### src/rtl/rtc_pkg.sv
// Shared types and the RTC power-up register table for the init writer.
package rtc_pkg;

    typedef enum logic [2:0] {
        IDLE  = 3'd0,
        SETUP = 3'd1,
        PULSO = 3'd2,
        HOLD  = 3'd3,
        GAP   = 3'd4,
        DONE  = 3'd5
    } estado_t;

    typedef enum logic {
        ADDR = 1'b0,
        DATA = 1'b1
    } fase_t;

    // Entry 0 is the rightmost element.
    localparam logic [7:0][7:0] INIT_DIR = {
        8'h00, 8'h00, 8'h00, 8'hF1, 8'h00, 8'h10, 8'h02, 8'h02
    };
    localparam logic [7:0][7:0] INIT_DAT = {
        8'h00, 8'h00, 8'h00, 8'h00, 8'h04, 8'hD2, 8'h00, 8'h10
    };

    function automatic int max4(input int a, input int b, input int c, input int d);
        int m;
        m = a;
        if (b > m) m = b;
        if (c > m) m = c;
        if (d > m) m = d;
        return m;
    endfunction

endpackage

### src/rtl/rtc_init_escritor_temporizador.sv
// Loadable down-counter; holds at zero until reloaded.
module rtc_temporizador #(
    parameter int W = 3
) (
    input  logic         clk,
    input  logic         reset,
    input  logic         load,
    input  logic [W-1:0] valor,
    output logic         zero
);

    logic [W-1:0] cnt;

    always_ff @(posedge clk) begin
        if (reset) begin
            cnt <= '0;
        end else if (load) begin
            cnt <= valor;
        end else if (cnt != '0) begin
            cnt <= cnt - 1'b1;
        end
    end

    assign zero = (cnt == '0);

endmodule

### src/rtl/rtc_init_escritor.sv
// Walks the init table and drives the RTC multiplexed address/data write cycles.
module rtc_init_escritor
    import rtc_pkg::*;
#(
    parameter int N_PASOS = 5,
    parameter int T_SETUP = 2,
    parameter int T_PULSO = 4,
    parameter int T_HOLD  = 2,
    parameter int T_GAP   = 2
) (
    input  logic       clk,
    input  logic       reset,
    input  logic       start,
    output logic       busy,
    output logic       done,
    output logic [2:0] paso,
    output logic       cs_n,
    output logic       wr_n,
    output logic       rd_n,
    output logic       ad,
    output logic [7:0] dato_out,
    output logic       oe
);

    localparam int TW = $clog2(max4(T_SETUP, T_PULSO, T_HOLD, T_GAP)) + 1;
    localparam logic [2:0] ULTIMO = 3'(N_PASOS - 1);

    estado_t       state;
    fase_t         fase;
    logic          load;
    logic [TW-1:0] valor;
    logic          zero;
    logic          ultimo;

    assign ultimo = (fase == DATA) && (paso == ULTIMO);
    assign rd_n   = 1'b1;

    // Reload the timer on every state change with the next state's length.
    always_comb begin
        load  = 1'b0;
        valor = '0;
        unique case (state)
            IDLE: begin
                load  = start;
                valor = TW'(T_SETUP - 1);
            end
            SETUP: begin
                load  = zero;
                valor = TW'(T_PULSO - 1);
            end
            PULSO: begin
                load  = zero;
                valor = TW'(T_HOLD - 1);
            end
            HOLD: begin
                load  = zero;
                valor = TW'(T_GAP - 1);
            end
            GAP: begin
                load  = zero && !ultimo;
                valor = TW'(T_SETUP - 1);
            end
            default: begin
                load  = 1'b0;
                valor = '0;
            end
        endcase
    end

    rtc_temporizador #(.W(TW)) u_tmr (
        .clk   (clk),
        .reset (reset),
        .load  (load),
        .valor (valor),
        .zero  (zero)
    );

    always_ff @(posedge clk) begin
        if (reset) begin
            state    <= IDLE;
            fase     <= ADDR;
            paso     <= 3'd0;
            busy     <= 1'b0;
            done     <= 1'b0;
            cs_n     <= 1'b1;
            wr_n     <= 1'b1;
            ad       <= 1'b0;
            dato_out <= 8'h00;
            oe       <= 1'b0;
        end else begin
            done <= 1'b0;
            unique case (state)
                IDLE: begin
                    if (start) begin
                        state    <= SETUP;
                        fase     <= ADDR;
                        paso     <= 3'd0;
                        busy     <= 1'b1;
                        cs_n     <= 1'b0;
                        oe       <= 1'b1;
                        ad       <= 1'b1;
                        dato_out <= INIT_DIR[0];
                    end
                end
                SETUP: begin
                    if (zero) begin
                        state <= PULSO;
                        wr_n  <= 1'b0;
                    end
                end
                PULSO: begin
                    if (zero) begin
                        state <= HOLD;
                        wr_n  <= 1'b1;
                    end
                end
                HOLD: begin
                    if (zero) begin
                        state <= GAP;
                        cs_n  <= 1'b1;
                        oe    <= 1'b0;
                    end
                end
                GAP: begin
                    if (zero) begin
                        if (fase == ADDR) begin
                            state    <= SETUP;
                            fase     <= DATA;
                            cs_n     <= 1'b0;
                            oe       <= 1'b1;
                            ad       <= 1'b0;
                            dato_out <= INIT_DAT[paso];
                        end else if (ultimo) begin
                            state <= DONE;
                            done  <= 1'b1;
                            busy  <= 1'b0;
                        end else begin
                            state    <= SETUP;
                            fase     <= ADDR;
                            paso     <= paso + 3'd1;
                            cs_n     <= 1'b0;
                            oe       <= 1'b1;
                            ad       <= 1'b1;
                            dato_out <= INIT_DIR[paso + 3'd1];
                        end
                    end
                end
                DONE: begin
                    state <= IDLE;
                end
                default: begin
                    state <= IDLE;
                end
            endcase
        end
    end

endmodule

### config.mk
export PLATFORM = sky130hd
export DESIGN_NAME = rtc_init_escritor
export DESIGN_NICKNAME = d
export VERILOG_FILES = /design/src/rtl/rtc_pkg.sv /design/src/rtl/rtc_init_escritor_temporizador.sv /design/src/rtl/rtc_init_escritor.sv
export SDC_FILE = /design/constraint.sdc
export NUM_CORES = 1
export LEC_CHECK = 0
export ABC_AREA = 1
export CORE_MARGIN = 1
export CORE_UTILIZATION = 45
export DETAILED_ROUTE_END_ITERATION = 10
export HOLD_SLACK_MARGIN = 0.06
export PLACE_DENSITY_LB_ADDON = 0.2
export SETUP_SLACK_MARGIN = 0.1
export SLEW_MARGIN = 0
export SYNTH_ARGS = -nofsm -noshare
export SYNTH_HDL_FRONTEND = slang
export SYNTH_SLANG_ARGS = --single-unit
### constraint.sdc
create_clock -name clk -period 1.49 [get_ports clk]
set_clock_uncertainty 0.15 [all_clocks]
set_input_delay 0.149 -clock clk [delete_from_list [all_inputs] [get_ports clk]]
set_output_delay 0.149 -clock clk [all_outputs]
set_load 0.01 [all_outputs]
Word-level counts from Yosys, hierarchy flattened:

Memory sizes are Yosys's and may differ from the RTL's. A register that Yosys moved wholly into a read port is not among the register bits.
Cells that the tools add are included.

* $add $sub $neg: 2
* magnitude comparators: 2
* equality and inequality tests: 14
* mux-type cells: 50
* bitwise gates (word level): 3
* reduce and logical (&&, ||, !) cells: 20

Operators by type and width (number)
* 8-bit 2-to-1 mux: 6
* 3-bit 2-to-1 mux: 15
* 5-bit AND reduction: 4
* 1-bit 2-to-1 mux: 18
* 2-bit != test, second input constant: 8
* 8-bit case mux with 2 select lines: 1
* 3-bit case mux with 5 select lines: 1
* 1-bit case mux with 3 select lines: 3
* 3-bit by 4-bit less-than comparator with 1-bit output, second input constant: 2
* 1-bit case mux with 2 select lines: 4
* 4-bit OR reduction: 2
* 3-bit by 2-bit equality test with 1-bit output, second input constant: 2
* 3-bit equality test, second input constant: 2
* 3-bit zero test: 2
* 3-bit case mux with 2 select lines: 1
* 3-bit AND reduction: 2
* 2-bit nonzero test: 3
* 3-bit nonzero test: 2
* 2-bit case mux with 2 select lines: 1
* 4-bit AND reduction: 1
* 3-bit by 1-bit adder with 3-bit output, second input constant: 1
* 3-bit by 1-bit equality test with 1-bit output, second input constant: 1
* 3-bit != test, second input constant: 1
* 1-bit inverter: 3
* 4 further kinds: 5

* bits in registers: 24
* ROM bits: 128
* input port bits: 3
* output and inout port bits: 18
* logic and storage cells: 104
* memories kept: 2

Memories
* (name not given): words 8, width 8, read ports 1, clocked after Yosys merged registers in 0, write ports 0, RTL line rtc_init_escritor.sv:144 `dato_out <= INIT_DIR[paso + 3'd1];`
* (name not given): words 8, width 8, read ports 1, clocked after Yosys merged registers in 1, write ports 0, RTL line rtc_init_escritor.sv:132 `dato_out <= INIT_DAT[paso];`

Longest topological paths before layout:

* word-level depth: 8
* gate-level depth with buffers: 10
* depth with buffers taken out: 10

Hierarchy:

Synthesis repeated with hierarchy kept, for this count alone.

* cells, all modules: 182
* area, all modules: 1301.2 um2

Modules (own cells, without submodules)
* rtc_init_escritor: instances 1, cells each 154, area each 1102.3 um2
* rtc_temporizador: instances 1, cells each 28, area each 198.9 um2

Worst setup path after synthesis:

No wires, ideal clock.

* path type: register -> register
* from: register paso[0]
* to: register dato_out[6]
* library setup time: 117 ps
* arrival: 1427 ps
* required time: 1223 ps
* path slack: -204 ps
* cell stages (with the launch flop): 11
* path buffers: 0
* cells stage by stage: dfxtp_1 inv_1 ha_1 nand2_1 nor2_2 o21ai_4 nand2_4 inv_4 nand2_2 a21oi_1 nor2_1

* cells in the longest elaborated chain, start to end: 7
* elaborated cells between the ends (all ways): 11
* classes of those cells: add/sub (1); eq/ne (2); mux (5); reduce/logical (2); memory (1)

RTL lines
* start, declared: RTL line rtc_init_escritor.sv:16 `output logic [2:0] paso,`
* start signal, assigned: RTL line rtc_init_escritor.sv:140 `paso <= paso + 3'd1;`
* 3-bit by 1-bit adder with 3-bit output: RTL line rtc_init_escritor.sv:144
* memory read 8 x 8 bit
* 8-bit 2-to-1 mux (not written as such): RTL line rtc_init_escritor.sv:144
* 8-bit 2-to-1 mux: RTL line rtc_init_escritor.sv:133 `end else if (ultimo) begin`
* 8-bit 2-to-1 mux: RTL line rtc_init_escritor.sv:126 `if (fase == ADDR) begin`
* 8-bit 2-to-1 mux: RTL line rtc_init_escritor.sv:125 `if (zero) begin`
* 8-bit case mux with 2 select lines: RTL line rtc_init_escritor.sv:92 `unique case (state)`
* end signal, assigned: RTL line rtc_init_escritor.sv:102 `dato_out <= INIT_DIR[0];`
* end signal, assigned: RTL line rtc_init_escritor.sv:132
* end signal, assigned: RTL line rtc_init_escritor.sv:144
* end, declared: RTL line rtc_init_escritor.sv:21 `output logic [7:0] dato_out,`

Several ways; a longest one is shown, not always the timed one. The select of a mux whose other input is x is not followed.
A chain may end at the register's enable or synchronous reset.

==> flow_metrics.py <==
metrics = {
    "status": {
        "outcome": "finished, violations left",
        "violations": "negative setup slack",
    },
    "setup_path": {
        "critical_path.max_stage_delay_ps": 400,
        "critPathMaxFanout": 5,
        "cp-end-kind": "register",
        "crit_chain": "inv_4 -> ha_4 -> nand2_4 -> nor2_4 -> o21ai_4 -> nand3b_1 -> nand2_1 -> nand3_2 -> nor2_1",
        "critical_path_class": "reg -> reg",
        "cp_num_buf_inv": 1,
        "critPathTopFamily": "simple AND/OR/NAND/NOR gates",
        "crit_required_ps": 1620,
        "cp_data_arrival_time_ps": 1720,
        "cp-start-kind": "register",
        "cp_slowest_cell": "dfxtp_4",
    },
    "logic_synthesis": {
        "yosys.area.top_type": "dfxtp_1",
        "netlist_area_um2": 1260,
        "yosys_warnings": 0,
        "synth_top_area_share_pct": 38.1,
        "synth.distinct_cells": 27,
        "synth_top_flop_cell": "dfxtp_1",
        "synth_most_common_cell": "nand2_1",
        "synth_seq_cells": 24,
        "ys_seq_area_share_pct": 38.1,
        "synth_common_cells": "nand2_1 (29), dfxtp_1 (24), nand3_1 (19)",
        "syn_inst": 170,
        "synthTopCellsByArea": "dfxtp_1 (38%), nand2_1 (8.6%), nand3_1 (7.5%)",
        "synth_nets": 179,
        "async_flop_share_pct": 0,
        "synth_edf_count": 0,
        "syn_avg_cell_area_um2": 7.43,
    },
    "sta": {
        "layout_min_cycle_time_ps": 1580,
        "final_min_period_over_clock_period_pct": 106,
        "postLayoutSetupSlackWorst_ps": -94.5,
        "fin_tns_setup_ps": -634,
        "slew_viol_final": 0,
        "setup_violations": 12,
        "hold_violations": 0,
        "rsz0062_at_grt": "yes",
        "clock.fmax_mhz": 631,
    },
    "route": {
        "wirelength_mm": 3.68,
        "wl_per_cell_um": 15.2,
        "drc_errors": 0,
        "detail_route.vias_per_cell": 5.31,
        "dr.pass1.iters": 4,
        "antenna_left": 0,
        "drt_iter0_markers": 28,
        "vias": 1284,
    },
    "job": {
        "maxCapViolCount": 0,
    },
    "floorplanning": {
        "start_util_pct": 49.2,
        "coreArea_um2": 2570,
        "die_w_um": 55.0,
        "rows": 18,
        "chipHeight_um": 55.0,
        "num_io_pins": 21,
        "dieArea_um2": 3020,
    },
    "place": {
        "place_hpwl_mm": 2.10,
        "gp_congestion": 0.858,
        "post-place-cells": 226,
        "port_buffers": 18,
    },
    "pwr": {
        "powerDensity_nw_per_um2": 1780,
        "peakVddDrop_v": 0.00165,
        "leakagePower_uw": 0.000868,
        "design_power_total_uw": 3500,
    },
    "cts": {
        "path_clk_slew_ps": 140,
        "cts_tree": "yes",
        "cts_max_level": 1,
        "root_buffer": "clkbuf_4",
        "clock_latency_ps": 330,
        "cts_made_buffers": 3,
        "cts.sinks": 24,
        "ctsHoldBuffers": 0,
        "clk_path_buf_depth": 2,
    },
    "grt": {
        "grt_overflow": 0,
        "grt.busiest_layer": "met2",
        "antenna_found_initial": 0,
        "grt_pass1_wl_mm": 4.98,
        "grt_max_degree": 15,
        "met3_usage_pct": 5.74,
        "grt_pass1_vias": 1112,
        "grt_use_met2_pct": 40.0,
        "grt.met1_usage_pct": 30.3,
        "grt_usage_pct": 24.4,
    },
    "cells_and_area": {
        "nets": 222,
        "n_fill_cell": 188,
        "final_core_util_pct": 76.5,
        "antenna_cells": 0,
        "layout-drive-gt1-share_pct": 48.1,
        "finalNonFillerCells": 242,
        "syn_to_final_growth_pct": 55.6,
    },
    "min_path": {
        "hold_path.class": "reg -> reg",
    },
}
-- metrics by stage --
| step | hold WS, ps | area (um^2) | worst slack [ps] |
|---|---|---|---|
| finish | 318 | 1960 | -94.5 |
| global route | 335 | 1960 | -177 |
| CTS | 318 | 1770 | -52.4 |
| detailed placement | 301 | 1600 | -87.3 |
| global placement | 277 | 1600 | -70.7 |
| floorplan | 76.2 | 1320 | -15.1 |
-- layout by cell type, fill, tap and decap left out, drive strengths merged --
cell and instances:
xnor2 2, dfxtp 24, nor3 1, nand4 2
a21oi 14, ha 6, nand3 21, dlygate4sd2 14
xor2 2, nor2 18, clkbuf 5, a211oi 1
nand3b 1, bufinv 1, inv 22, conb 2
buf 26, o21ai 11, nand2 35, nor4 2
clkdlybuf4s50 2
-- report_power, final --
part | internal (uW) | total [uW] | switching [uW]
Sequential | 830 | 957 | 127
Clock | 273 | 489 | 216
Combinational | 860 | 2060 | 1200
-- final timing paths --
check / start / depth (start not counted) / slack [ps] / to
max: paso[0] / 9 / -90 / register
max reg2reg: paso[0] / 9 / -90 / register
min: wr_n / 2 / 320 / wr_n
min reg2reg: wr_n / 2 / 320 / wr_n
-- cell type report --
| type | instances | area, um^2 | area share, % |
|---|---|---|---|
| flip-flops and latches | 24 | 507 | 25.8 |
| multi-input cells | 118 | 892 | 45.4 |
| clock inverters | 1 | 30.0 | 1.53 |
| repair buffers | 44 | 370 | 18.9 |
| inverters | 22 | 105 | 5.35 |
| well taps | 30 | 37.5 | 1.91 |
| clock buffers | 3 | 22.5 | 1.15 |
-- what timing repair did --
| action | in CTS | in global routing |
|---|---|---|
| pin swaps | 11 | 17 |
| setup buffers | 6 | 7 |
| gates resized for setup | 45 | 45 |
| endpoints found under the setup margin | 36 | 25 |
-- per-layer routing --
layer | part of all wire (%) | wire [um]
met1 | 42 | 1530
met2 | 48 | 1770
met3 | 6.9 | 254
met4 | 3.6 | 131
met5 | 0 | 0
-- logic make-up (layout without fill, tap and decap cells) --
group	Yosys count	count (layout)	share of synthesized area (%)
other	2	2	0.595
xor gates and xnor gates	4	4	2.78
DFF	24	24	38.1
buffers and inverters	28	70	10.0
and+or+nand+nor	80	80	31.2
AOI/OAI and AO/OA	26	26	11.4
adders and majority gates	6	6	5.95
-- tightest hold or removal path, stage by stage (launching register included) --
cell and delay, ps:
dfxtp_1 330, nand2_1 60, nand2_1 40
Power figures use the tool's default switching activity.
==> RTL change 1: new RTL, same flow settings <==
Encoding of `estado_t`: now Gray code (3 bits for 6 values).
--- a/src/rtl/rtc_pkg.sv
+++ b/src/rtl/rtc_pkg.sv
@@ -2,12 +2,12 @@
 package rtc_pkg;
 
     typedef enum logic [2:0] {
-        IDLE  = 3'd0,
-        SETUP = 3'd1,
-        PULSO = 3'd2,
-        HOLD  = 3'd3,
-        GAP   = 3'd4,
-        DONE  = 3'd5
+        IDLE  = 3'b000,
+        SETUP = 3'b001,
+        PULSO = 3'b011,
+        HOLD  = 3'b010,
+        GAP   = 3'b110,
+        DONE  = 3'b111
     } estado_t;
 
     typedef enum logic {
Check against the original RTL: same outputs for any inputs over 10 cycles, from zero or initial values and one cycle with reset high; not proved beyond that.
==> RTL change 1 against the original RTL <==
- the run still ends with setup timing left
- sequential cell count stayed put
- worst setup slack lost 0.058 ns
- routed wire length rose by 0.57%
- first-iteration DRC count up 32%
- area after synthesis increased by 2.0%
- synthesized cell count increased by 4.1%
- total power increased by 3.4%
- design area grew 2.3%
- count of clock-buffer cells in the layout rose by 1
- highest routed layer unchanged
==> RTL change 1: results (changes against the original RTL) <==
Cells and area
  • Invs w/o clock: 28 (+27%)
  • Filler cells: 201 (+6.9%)
  • Layout cells sized above 1: 0.477 (-0.00386)
  • Multi-input gate area: 921 um^2 (+3.2%)
  • Nets: 230 (+3.6%)
  • Multi-input gates: 120 (+1.7%)
  • Clock-cell share: 0.0237 (-0.00309)
  • Register area: 503 um^2 (-0.74%)
  • CLK BUF: 4 (+1)
  • Area grow syn2layout: 56.1%

STA
  • Final WS setup: -0.152 ns (-0.0576 ns)
  • Setup violations, final: 9 (-3)
  • Fin Setup TNS: -0.619 ns (+0.0150 ns)

Synth
  • Register area share after synthesis: 0.373 (-0.00740)
  • Distinct cell type count after synthesis: 25 (-7.4%)
  • Largest cells by area after synthesis: dfxtp_1, nand2_1, inv_1, ha_1, a21oi_1
  • Adder-cell area share of the yosys netlist: 0.0583 (-0.00116)
  • Syn Nets: 186 (+3.9%)
  • Post-synthesis xor/xnor area fraction: 0.0136 (-0.0141)

Detailed routing
  • Met3 Wirelength: 216 um (-15%)
  • Per-cell routed wire length: 14.7 um (-3.0%)
  • Metal-1 WL: 1480 um (-2.8%)
  • Initial DRC Count: 37 (+32%)
  • Via count: 1335 (+4.0%)
  • Detail Route met2 WL: 1930 um (+9.3%)

GRT
  • All-Layer GR Usage: 0.229 (-0.0155)
  • Met3 GRT Util: 0.0468 (-0.0105)
  • GR Util met2: 0.379 (-0.0209)
  • First-pass GRT wire length: 5630 um (+13%)

Min path
  • Hold-critical path endpoint: oe$_SDFFE_PP0P_
  • Hold_sp: oe$_SDFFE_PP0P_

Power and ir drop
  • Maximum VDD drop: 1.60 mV (-3.1%)
  • Leak: 0.902 nW (+3.9%)
  • Sw frac: 0.436 (-0.00400)
  • PwrDens: 1800 mW/mm^2 (+1.1%)

Setup path
  • Maximum fanout along the worst path: 4 (-1)
  • R2R depth: 10 (+1)

Status
  • Violated checks: setup timing
  • Status: finished with violations

Placed design
  • Post-Place Cell Area: 0.00166 mm^2 (+4.0%)

Clock tree
  • Setup Buffers After CTS: 4 (-2)
RTL change 1: cell types whose count changed after synthesis, sizes merged, moves of 3 or more:
| cell | unedited run | this run |
|---|---|---|
| nand2 | 35 | 40 |
| o21ai | 11 | 15 |
| inv | 22 | 28 |
| nand4 | 2 | 5 |
| nand3 | 21 | 15 |
RTL change 1: stage by stage:
step	power, mW	std cells	setup slack [ns]	utilization
floorplan	1.99	177	0.0563	-
global placement	2.56	240	-0.0775	0.608
detailed placement	2.61	240	-0.191	0.608
CTS	3.18	248	-0.0200	0.659
global route	3.87	251	-0.206	0.735
finish	3.62	251	-0.152	0.735
RTL change 1: power groups by stage:
stage	registers (mW)	logic (mW)	clock network (mW)
global placement	0.999	1.56	0
finish	1.04	2.17	0.419
global route	1.06	2.36	0.443
detailed placement	1.01	1.61	0
CTS	1.01	1.75	0.419
floorplan	1.04	0.950	0
RTL change 1: worst min-delay path: stages (launching register included):
cell,delay [ns]
dfxtp_1,0.33
inv_1,0.05
a21oi_1,0.05
==> RTL change 2: new RTL, same flow settings <==
Made on the original files. The parameter `T_PULSO` goes from 4 to 2.
--- a/src/rtl/rtc_init_escritor.sv
+++ b/src/rtl/rtc_init_escritor.sv
@@ -4,7 +4,7 @@
 #(
     parameter int N_PASOS = 5,
     parameter int T_SETUP = 2,
-    parameter int T_PULSO = 4,
+    parameter int T_PULSO = 2,
     parameter int T_HOLD  = 2,
     parameter int T_GAP   = 2
 ) (
Check against the original RTL: not equivalent (Yosys sat finds a counterexample within 10 cycles, from zero or initial values and one cycle with reset high).
==> RTL change 2 against the original RTL <==
- total power decreased by 6.9%
- design area decreased by 14%
- worst setup slack improved by 0.11 ns
- hold slack improved by 0.0013 ns
- sequential power decreased by 2%
- critical path type unchanged
- non-clock buffer count decreased by 2
- routed wire length decreased by 27%
- global-route usage decreased by 3.0 points
- cell count decreased by 7.4%
- area after synthesis decreased by 6.9%
- count of clock-buffer cells in the layout unchanged
- sequential cell count decreased by 1
==> RTL change 2: results (changes against the original RTL) <==
Status
  • Status: finished clean

Cells and area
  • Layout cells sized above 1: 0.418 (-0.0636)
  • Ant diodes: 0 (unchanged)
  • Filler cells: 211 (+12%)
  • Nets: 203 (-8.6%)

Detailed routing
  • Initial DRC Count: 18 (-36%)
  • Per-cell routed wire length: 12.0 um (-21%)
  • Via count: 1117 (-13%)
  • Drt pass-1 iters: 4 (unchanged)

GRT
  • Pin count of the biggest net entering global routing: 14 (-1)
  • All-Layer GR Usage: 0.214 (-0.0299)
  • Antenna violations before repair: 0 (unchanged)
  • First-pass GRT wire length: 4420 um (-11%)
  • Vias in the first global route: 1009 (-9.3%)

Setup path
  • Maximum fanout along the worst path: 6 (+1)
  • Largest stage delay, worst path: 0.36 ns (-0.04 ns)
  • Worst path slowest cell: dfxtp_2
  • CP arrival: 1.58 ns (-0.14 ns)
  • Top Family by Delay on Critical Path: simple AND/OR/NAND/NOR gates

Clock tree
  • Cts bufs inserted: 3 (unchanged)
  • Clock Path Buffers: 2 (unchanged)
  • Clock root buffer: clkbuf_4
  • Clk pin slew, worst setup/hold paths: about 0.13 ns
  • Worst-skew pair later-pin latency: 0.31 ns (-0.02 ns)
  • H-tree depth: 1 (unchanged)

Synth
  • Yosys warns: 0 (unchanged)
  • Ys flop type: dfxtp_1
  • Post-synthesis xor/xnor area fraction: 0.00745 (-0.0203)
  • Adder-cell area share of the yosys netlist: 0.0532 (-0.00622)
  • Distinct cell type count after synthesis: 29 (+7.4%)
  • Syn Nets: 163 (-8.9%)
  • Compound-cell area share of the yosys netlist: 0.138 (+0.0245)
  • Multiplexer area fraction after synthesis: 0 (unchanged)
  • Largest cells by area after synthesis: dfxtp_1, nand2_1, inv_1, ha_1, a21oi_1
  • Async SR Flop Fraction: 0 (unchanged)
  • Register area share after synthesis: 0.392 (+0.0113)
  • Commonest cells in the netlist: nand2_1, dfxtp_1, inv_1

Placed design
  • IO buf count: 18 (unchanged)
  • Dpl hpwl: 1940 um (-7.3%)
  • Placer Congestion: 0.893 (+4.1%)

Min path
  • Hold Crit Class: reg2reg

Power and ir drop
  • Maximum VDD drop: 1.25 mV (-25%)
  • Leak: 0.775 nW (-11%)
[RTL change 2: cell types whose count changed after synthesis, moves of 3 or more]
cell     delta
nand3_1    -10
nor2_1      -5
o21ai_1     +4
nand2_2     -3
[RTL change 2: what timing repair did]
item                       in CTS  in global routing
buffers inserted                6                  2
gates resized for setup        38                 19
cloned                          0                  0
pin swaps                      15                  5
setup endpoints to repair      36                 20
[RTL change 2: area by class of cell]
class	instances	area, um^2	share of cell area
Clock inverter	1	5.00	0.00295
Clock buffer	3	22.5	0.0133
Inverter	23	91.3	0.0538
Multi-Input combinational cell	102	709	0.418
Sequential cell	23	478	0.282
Timing Repair Buffer	42	354	0.209
Tap cell	30	37.5	0.0221
[RTL change 2: where the power goes]
| group | total (mW) | switching, mW | leakage (nW) | internal [mW] |
|---|---|---|---|---|
| registers | 0.939 | 0.133 | 0.193 | 0.806 |
| clock network | 0.293 | 0.192 | 0.0177 | 0.100 |
| logic | 2.03 | 1.07 | 0.564 | 0.962 |
[RTL change 2: path summary, 6_finish.rpt]
kind,startpoint,end,slack (ns),cells after the start
max reg2reg,state[1]$_SDFFE_PP0P_,flop,0.01,8
max,state[1]$_SDFFE_PP0P_,flop,0.01,8
min reg2reg,dato_out[4]$_SDFFE_PP0P_,dato_out[4]$_SDFFE_PP0P_,0.32,2
min,dato_out[4]$_SDFFE_PP0P_,dato_out[4]$_SDFFE_PP0P_,0.32,2
[RTL change 2: kinds of logic (layout without fill, tap and decap cells)]
group           Yosys count  count (layout)
compound gates           30              30
xor+xnor                  1               1
fa+ha+maj                 5               5
buf+inv                  30              69
flops                    23              23
other cells               2               2
simple gates             64              64
[RTL change 2: worst register-to-register path, cell delays in order (launching register included)]
cell and delay, ns:
dfxtp_2 0.36, nor2_4 0.21, buf_4 0.16, nand3_4 0.09, nand3_4 0.13, nand2_2 0.07, nand2_1 0.07, nand3_2 0.09
nor2_1 0.10
[RTL change 2: stage by stage]
step | TNS (ns) | util | worst slack, ns | instances | cell area (um^2)
global placement | -0.0739 | 0.611 | -0.0406 | 212 | 1510
detailed placement | -0.123 | 0.611 | -0.0371 | 212 | 1510
finish | 0 | 0.685 | 0.0112 | 224 | 1700
global route | -0.565 | 0.685 | -0.0808 | 224 | 1700
CTS | 0 | 0.656 | 0.0242 | 222 | 1630
floorplan | 0 | - | 0.0735 | 155 | 1230
[RTL change 2: layer usage]
metal	vias to the layer above	share of wire	track usage
met5	-	0	0
met1	522	0.46	0.274
met4	0	0.0089	0.0658
li1	571	-	-
met3	4	0.033	0.0345
met2	20	0.49	0.365
